## src/rtl/ara_vid_allocator.sv

```systemverilog
// Vector-instruction ID allocator: grants free IDs, tracks per-PE running state,
// retires IDs when every target PE reports done, and reports the oldest running ID.
module ara_vid_allocator #(
  parameter  int unsigned NrLanes = 4,
  parameter  int unsigned NrVInsn = 8,
  localparam int unsigned NrPEs   = NrLanes + 4,
  localparam int unsigned IdW     = $clog2(NrVInsn)
) (
  input  logic                     clk_i,
  input  logic                     rst_ni,
  input  logic                     alloc_req_i,
  input  logic [NrPEs-1:0]         alloc_pe_mask_i,
  output logic                     alloc_gnt_o,
  output logic [IdW-1:0]           alloc_vid_o,
  input  logic [NrPEs*NrVInsn-1:0] pe_done_i,
  output logic [NrPEs*NrVInsn-1:0] pe_vinsn_running_o,
  output logic [NrVInsn-1:0]       vinsn_running_o,
  output logic [IdW:0]             num_running_o,
  output logic                     full_o,
  output logic                     idle_o,
  output logic                     oldest_valid_o,
  output logic [IdW-1:0]           oldest_vid_o,
  output logic                     error_o
);

  typedef logic [NrPEs-1:0][NrVInsn-1:0]   pe_map_t;
  typedef logic [NrVInsn-1:0][NrVInsn-1:0] age_t;

  pe_map_t r_pe_running, w_pe_running_d, w_pe_done;
  age_t    r_age, w_age_d, w_age_t;
  logic    r_error;

  logic [NrVInsn-1:0] w_vinsn_running;
  logic [IdW:0]       w_num_running;
  logic [IdW-1:0]     w_alloc_vid, w_oldest_vid;
  logic               w_full, w_idle, w_gnt, w_bad_done, w_oldest_valid;

  assign w_pe_done = pe_done_i;

  // NOTE: every variable written in an always_comb gets a default first, so no path
  // leaves it unassigned and no latch is inferred.
  always_comb begin
    w_vinsn_running = '0;
    w_num_running   = '0;
    for (int p = 0; p < int'(NrPEs); p++) w_vinsn_running |= r_pe_running[p];
    for (int v = 0; v < int'(NrVInsn); v++)
      w_num_running = w_num_running + {{IdW{1'b0}}, w_vinsn_running[v]};
  end

  assign w_full = &w_vinsn_running;
  assign w_idle = ~|w_vinsn_running;
  assign w_gnt  = alloc_req_i & ~w_full & (|alloc_pe_mask_i);

  // Lowest-index free ID; scanning downward lets the lowest hit win.
  always_comb begin
    w_alloc_vid = '0;
    for (int v = int'(NrVInsn) - 1; v >= 0; v--)
      if (!w_vinsn_running[v]) w_alloc_vid = IdW'(v);
  end

  // Row i of the transpose lists every ID j recorded as older than i.
  always_comb begin
    w_age_t = '0;
    for (int i = 0; i < int'(NrVInsn); i++)
      for (int j = 0; j < int'(NrVInsn); j++) w_age_t[i][j] = r_age[j][i];
  end

  always_comb begin
    w_oldest_valid = 1'b0;
    w_oldest_vid   = '0;
    for (int i = int'(NrVInsn) - 1; i >= 0; i--)
      if (w_vinsn_running[i] && !(|(w_vinsn_running & w_age_t[i]))) begin
        w_oldest_valid = 1'b1;
        w_oldest_vid   = IdW'(i);
      end
  end

  assign w_bad_done = |(w_pe_done & ~r_pe_running);

  // Dones clear first; a grant then overwrites the (free, hence empty) column of the new ID.
  always_comb begin
    w_pe_running_d = r_pe_running & ~w_pe_done;
    w_age_d        = r_age;
    if (w_gnt) begin
      for (int p = 0; p < int'(NrPEs); p++) w_pe_running_d[p][w_alloc_vid] = alloc_pe_mask_i[p];
      w_age_d[w_alloc_vid] = '0;
      for (int i = 0; i < int'(NrVInsn); i++) w_age_d[i][w_alloc_vid] = w_vinsn_running[i];
    end
  end

  // NOTE: sequential state uses non-blocking assignments so every register samples
  // pre-edge values regardless of statement order.
  always_ff @(posedge clk_i or negedge rst_ni) begin
    if (!rst_ni) begin
      r_pe_running <= '0;
      // NOTE: the age matrix is a small flop array and is cleared on reset so the
      // block leaves reset in a fully defined state; entries of free IDs are masked anyway.
      r_age        <= '0;
      r_error      <= 1'b0;
    end else begin
      r_pe_running <= w_pe_running_d;
      r_age        <= w_age_d;
      r_error      <= r_error | w_bad_done;
    end
  end

  assign alloc_gnt_o        = w_gnt;
  assign alloc_vid_o        = w_alloc_vid;
  assign pe_vinsn_running_o = r_pe_running;
  assign vinsn_running_o    = w_vinsn_running;
  assign num_running_o      = w_num_running;
  assign full_o             = w_full;
  assign idle_o             = w_idle;
  assign oldest_valid_o     = w_oldest_valid;
  assign oldest_vid_o       = w_oldest_vid;
  assign error_o            = r_error;

endmodule

```

## config.mk

```make
export PLATFORM = sky130hd
export DESIGN_NAME = ara_vid_allocator
export DESIGN_NICKNAME = d
export VERILOG_FILES = /design/src/rtl/ara_vid_allocator.sv
export SDC_FILE = /design/constraint.sdc
export NUM_CORES = 1
export LEC_CHECK = 0
export ABC_AREA = 1
export CORE_MARGIN = 1.5
export CORE_UTILIZATION = 45
export DETAILED_ROUTE_END_ITERATION = 6
export GPL_ROUTABILITY_DRIVEN = 0
export GPL_TIMING_DRIVEN = 1
export HOLD_SLACK_MARGIN = 0.03
export PLACE_DENSITY = 0.82
export SYNTH_ARGS = -nofsm -noshare
export SYNTH_HDL_FRONTEND = slang
export SYNTH_SLANG_ARGS = --single-unit
```

## constraint.sdc

```tcl
create_clock -name clk_i -period 9.8 [get_ports clk_i]
set_input_delay 1.96 -clock clk_i [delete_from_list [all_inputs] [get_ports clk_i]]
set_output_delay 1.96 -clock clk_i [all_outputs]
set_load 0.005 [all_outputs]
```

### After elaboration in Yosys (flattened, before gate mapping)

Index checks and enable logic that the tools add are counted.

* flip-flop bits (word level): 129
* bits in latches: 0
* bits in writable memories: 0
* memory bits (read-only): 0
* input port bits: 75
* output and inout bits: 87
* logic and storage cells: 126
* memories: 0

* add/sub/neg operators: 7
* multipliers: 0
* div/mod/pow operators: 0
* $lt $le $gt $ge: 2
* equal/unequal tests: 0
* shift operators: 0
* muxes and demuxes: 45
* bitwise operators: 25
* reductions and logical operators: 30

Operators with widths (number)
* bitwise AND 64 bit: 3
* NOT 64 bit: 3
* bitwise mux 8 bit: 16
* OR reduction 8 bit: 10
* bitwise AND 8 bit: 8
* two-way mux 64 bit: 1
* OR reduction 64 bit: 1
* OR 8 bit: 7
* two-way mux 3 bit: 16
* demux 8 bit (select 3 bit): 1
* adder 4 x 1 -> 4 bit: 4
* logical AND 1 bit: 9
* zero test 1 bit: 9
* two-way mux 1 bit: 9
* two-way mux 8 bit: 1
* AND reduction 8 bit: 1
* adder 3 x 1 -> 4 bit: 1
* less-than comparator 3 x 4 -> 1 bit (second input constant): 1
* adder 2 x 1 -> 3 bit: 1
* demux 1 bit (select 3 bit): 1
* greater-or-equal comparator 3 x 1 -> 1 bit (second input constant): 1
* adder 1 x 1 -> 2 bit: 1
* bitwise AND 1 bit: 2
* NOT 1 bit: 1
* OR 1 bit: 1

### Longest topological paths before layout

* word-level depth: 22
* gate-level depth with buffers: 16

### Least setup slack after synthesis

Ideal clock, no wire load.

* kind: register -> output
* from: reg r_pe_running (netlist bit pe_vinsn_running_o[3])
* to: out num_running_o[2]
* arrival time: 3086 ps
* slack: 4754 ps
* stages on the path, launching flop included: 15
* path through: dfrtp_1 > nor2_1 > nand2_1 > nor2_1 > buf_2 > fa_1 > inv_1 > fa_1 > inv_1 > fa_1 > inv_1 > ha_1 > inv_1 > fa_1 > xnor2_1

* cells in the longest elaborated chain, start to end: 12

Ends and longest elaborated chain
* start, declared: RTL line 29 `pe_map_t r_pe_running, w_pe_running_d, w_pe_done;`
* start signal, assigned: RTL line 101 `r_pe_running <= w_pe_running_d;`
* OR 8 bit (7 in a row): RTL line 45 `for (int p = 0; p < int'(NrPEs); p++) w_vinsn_running |= r_pe_running[p];`
* adder 3 x 1 -> 4 bit: RTL line 47 `w_num_running = w_num_running + {{IdW{1'b0}}, w_vinsn_running[v]};`
* adder 4 x 1 -> 4 bit (4 in a row): RTL line 47
* end, declared: RTL line 18 `output logic [IdW:0] num_running_o,`

Every way passes these cells.

### Worst setup path after layout

* from: reg r_pe_running (netlist bit pe_vinsn_running_o[51])
* to: out num_running_o[2]

* cells in the longest elaborated chain, start to end: 7

Ends and longest elaborated chain (RTL line)
* OR 8 bit (2 in a row): 45
* adder 3 x 1 -> 4 bit: 47
* adder 4 x 1 -> 4 bit (4 in a row): 47

Every way passes these cells.

==> impl_metrics.toml <==
[cts]
cts_resized = 0
root_buffer = "clkbuf_16"
numCtsBuffers = 17
clock_latency_ns = 0.43
cts_sinks = 129
h-tree-depth = 4
cts_buffer_depth = 2
cts_tree = "built"
postCtsSetupBuffers = 0
hold_buffers = 0
clk_pin_slew_ns = 0.06

[timing]
min_period_over_period_pct = 68.3
finalHoldViolCount = 0
rsz0062_at_grt = "false"
skew_ns = 0.00674
setup_ws_ns = 3.11
fmax_mhz = 149
setup_violations = 0
max_slew_margin_pct = 26.5
layout_min_cycle_time_ns = 6.69
tns_ns = 0
slew_violations = 0
tightestPinTransition_ns = 1.10

[synthesis]
synth_most_common_cell = "nand2_1"
synthArstFlopShare_pct = 100
synth_nets = 892
synthTopCellsByArea = "dfrtp_1 (50%), nand2_1 (11%), nor2_1 (7.9%)"
yosysTopAreaCell = "dfrtp_1"
synth_edf_count = 0
synth_cell_types = 34
syn-instance-count = 808
ys_seq_elements = 129
synthesis.area_um2 = 6430
ys_warn_count = 0
synth_common_cells = "nand2_1 (180), nor2_1 (136), dfrtp_1 (129)"
yosysTopAreaCellShare_pct = 50.2
synth_area_per_cell_um2 = 7.96
synth_flop_cell = "dfrtp_1"
ys_seq_area_share_pct = 50.2

[route]
postRouteAntennaNets = 0
drt_drc_violations_left = 0
wl_met3_um = 1770
dr.first_iter.drc_count = 618
drt-total-wl_um = 21300
met2WireLength_um = 10300
firstDrtPassIters = 6
vias_per_cell = 5.46
met1_length_um = 8520
wl_per_cell_um = 18.3
routed.top_layer = "met4"
vias = 6352

[floorplan]
die_x_um = 123
die_height_um = 123
start_util_pct = 46.2
pin_count = 162
rows = 43
core-area_um2 = 13900
die_area_um2 = 15000

[pwr]
p_sw_share_pct = 42.3
max-vdd-ir-drop_mv = 0.306
seqPwrFrac_pct = 22.6
power_density_nw_per_um2 = 400
intPower_mw = 2.04
leakagePower_nw = 4.33
p_comb_share_pct = 56.9
clkPwrFrac_pct = 20.5
power.switching_mw = 1.49

[worst_setup_path]
max_stage_delay_ns = 0.69
r2r-end = "r_age[2]"
critPathBufInv = 5
worstSetupPathType = "flip-flop to output pin"
arrival_ns = 4.73
crit_family = "adder cells"
cp_max_fo = 11
r2r_start = "pe_vinsn_running_o[55]"
worst_r2r_path_depth = 12
cp-start-kind = "flip-flop"
ff2ff_setup_slack_ns = 6.37
required_ns = 7.84
critPathSlowestCell = "nor2_1"
cp-end-kind = "output pin"
path_cells = "nor2_1 -> nand2_1 -> nor2_1 -> fa_1 -> inv_1 -> fa_1 -> inv_1 -> fa_1 -> inv_1 -> ha_1 -> inv_1 -> fa_1 -> xnor2_1 -> clkdlybuf4s50_1"

[grt]
grt-ovfl-total = 0
grt_max_degree = 89
grt_pass1_vias = 6335
grt_pass1_wl_um = 33400
antenna_found_initial = 0
track_usage_pct = 29.7

[finish]
num_antenna_cells = 0
multiInputGateArea_um2 = 2570
synthToLayoutAreaGrowth_pct = 37.3
nets = 1056
drive_gt1_share_pct = 8.03
register_area_um2 = 3230
fill_cells = 1117

[placed_design]
portBuffers = 161
pre_cts_slack_ns = 3.62
dp.final_hpwl_um = 14900

[run_status]
outcome = "completed"

[job]
drv_cap = 0

[worst_hold_path]
hp-class = "flip-flop to flip-flop"
hold_depth = 2
## power groups by stage
stage                     clock network, mW  logic (mW)  registers [mW]
after floorplan                           0        1.14           0.784
after detailed placement                  0        1.98           0.801
after CTS                             0.726        2.00           0.795
after global routing                  0.754        2.23           0.817
final                                 0.726        2.01           0.799
after global placement                    0        1.94           0.794
## registers in the layout (all words and copies together), names as in the netlist, named ones only
name,count
pe_vinsn_running_o,64
error_o,1
r_age,56
## how the worst max path moves through the flow
stage	from	end	slack, ns	cells past startpoint
after floorplan	pe_vinsn_running_o[3]	num_running_o[2]	4.75	14
after global placement	pe_vinsn_running_o[51]	num_running_o[2]	3.73	14
after detailed placement	pe_vinsn_running_o[51]	num_running_o[2]	3.62	14
after CTS	pe_vinsn_running_o[51]	num_running_o[2]	3.11	14
after global routing	pe_vinsn_running_o[51]	num_running_o[2]	2.86	14
final	pe_vinsn_running_o[51]	num_running_o[2]	3.11	14
## cell families (layout without fill, tap and decap cells)
group	Yosys count	count (layout)	synth area share (%)
and+or+nand+nor	380	380	25.5
buffers and inverters	153	329	9.78
AOI/OAI and AO/OA	136	136	12.2
DFF	129	129	50.2
adders and majority gates	9	9	2.22
xor gates and xnor gates	1	1	0.136
## layer usage
layer / vias up / track usage, %
li1: 2900 / -
met5: - / 0
met1: 3051 / 38.7
met3: 51 / 5.90
met4: 0 / 13.2
met2: 350 / 48.2
## layout make-up
| type | instances | area share (%) |
|---|---|---|
| clock buffer | 21 | 5.33 |
| multi-input combinational | 526 | 29.2 |
| clock inverter | 10 | 2.32 |
| sequential | 129 | 36.6 |
| tap | 180 | 2.55 |
| timing repair buffer | 162 | 18.3 |
| inverter | 136 | 5.78 |
## through the flow
step	utilization (%)	cells	power, mW	hold slack (ns)	cell area [um2]
2_1_floorplan	-	808	1.92	0.427	6430
3_3_place_gp	58.5	1133	2.73	0.449	8160
3_5_place_dp	58.5	1133	2.78	0.453	8160
4_1_cts	63.4	1164	3.52	0.468	8830
5_1_grt	63.4	1164	3.80	0.496	8830
6_report	63.4	1164	3.54	0.466	8830
## worst min-delay path, cell delays in order, from the launching register on
cell and delay, ns:
dfrtp_1 0.34, nand2_1 0.05, inv_1 0.04
## cells in the final DEF (no fill, tap or decap), types with 9 or more instances in the layout
| cell | n |
|---|---|
| inv_1 | 113 |
| nor2_1 | 136 |
| clkdlybuf4s50_1 | 160 |
| dfrtp_1 | 129 |
| clkbuf_16 | 17 |
| nand3_1 | 16 |
| a22oi_1 | 9 |
| nand2_1 | 180 |
| o22ai_1 | 37 |
| inv_2 | 20 |
| o21ai_0 | 36 |
| o21ai_1 | 33 |
| nand4_1 | 11 |
| a21oi_1 | 10 |
(Power assumes the default switching activity.)
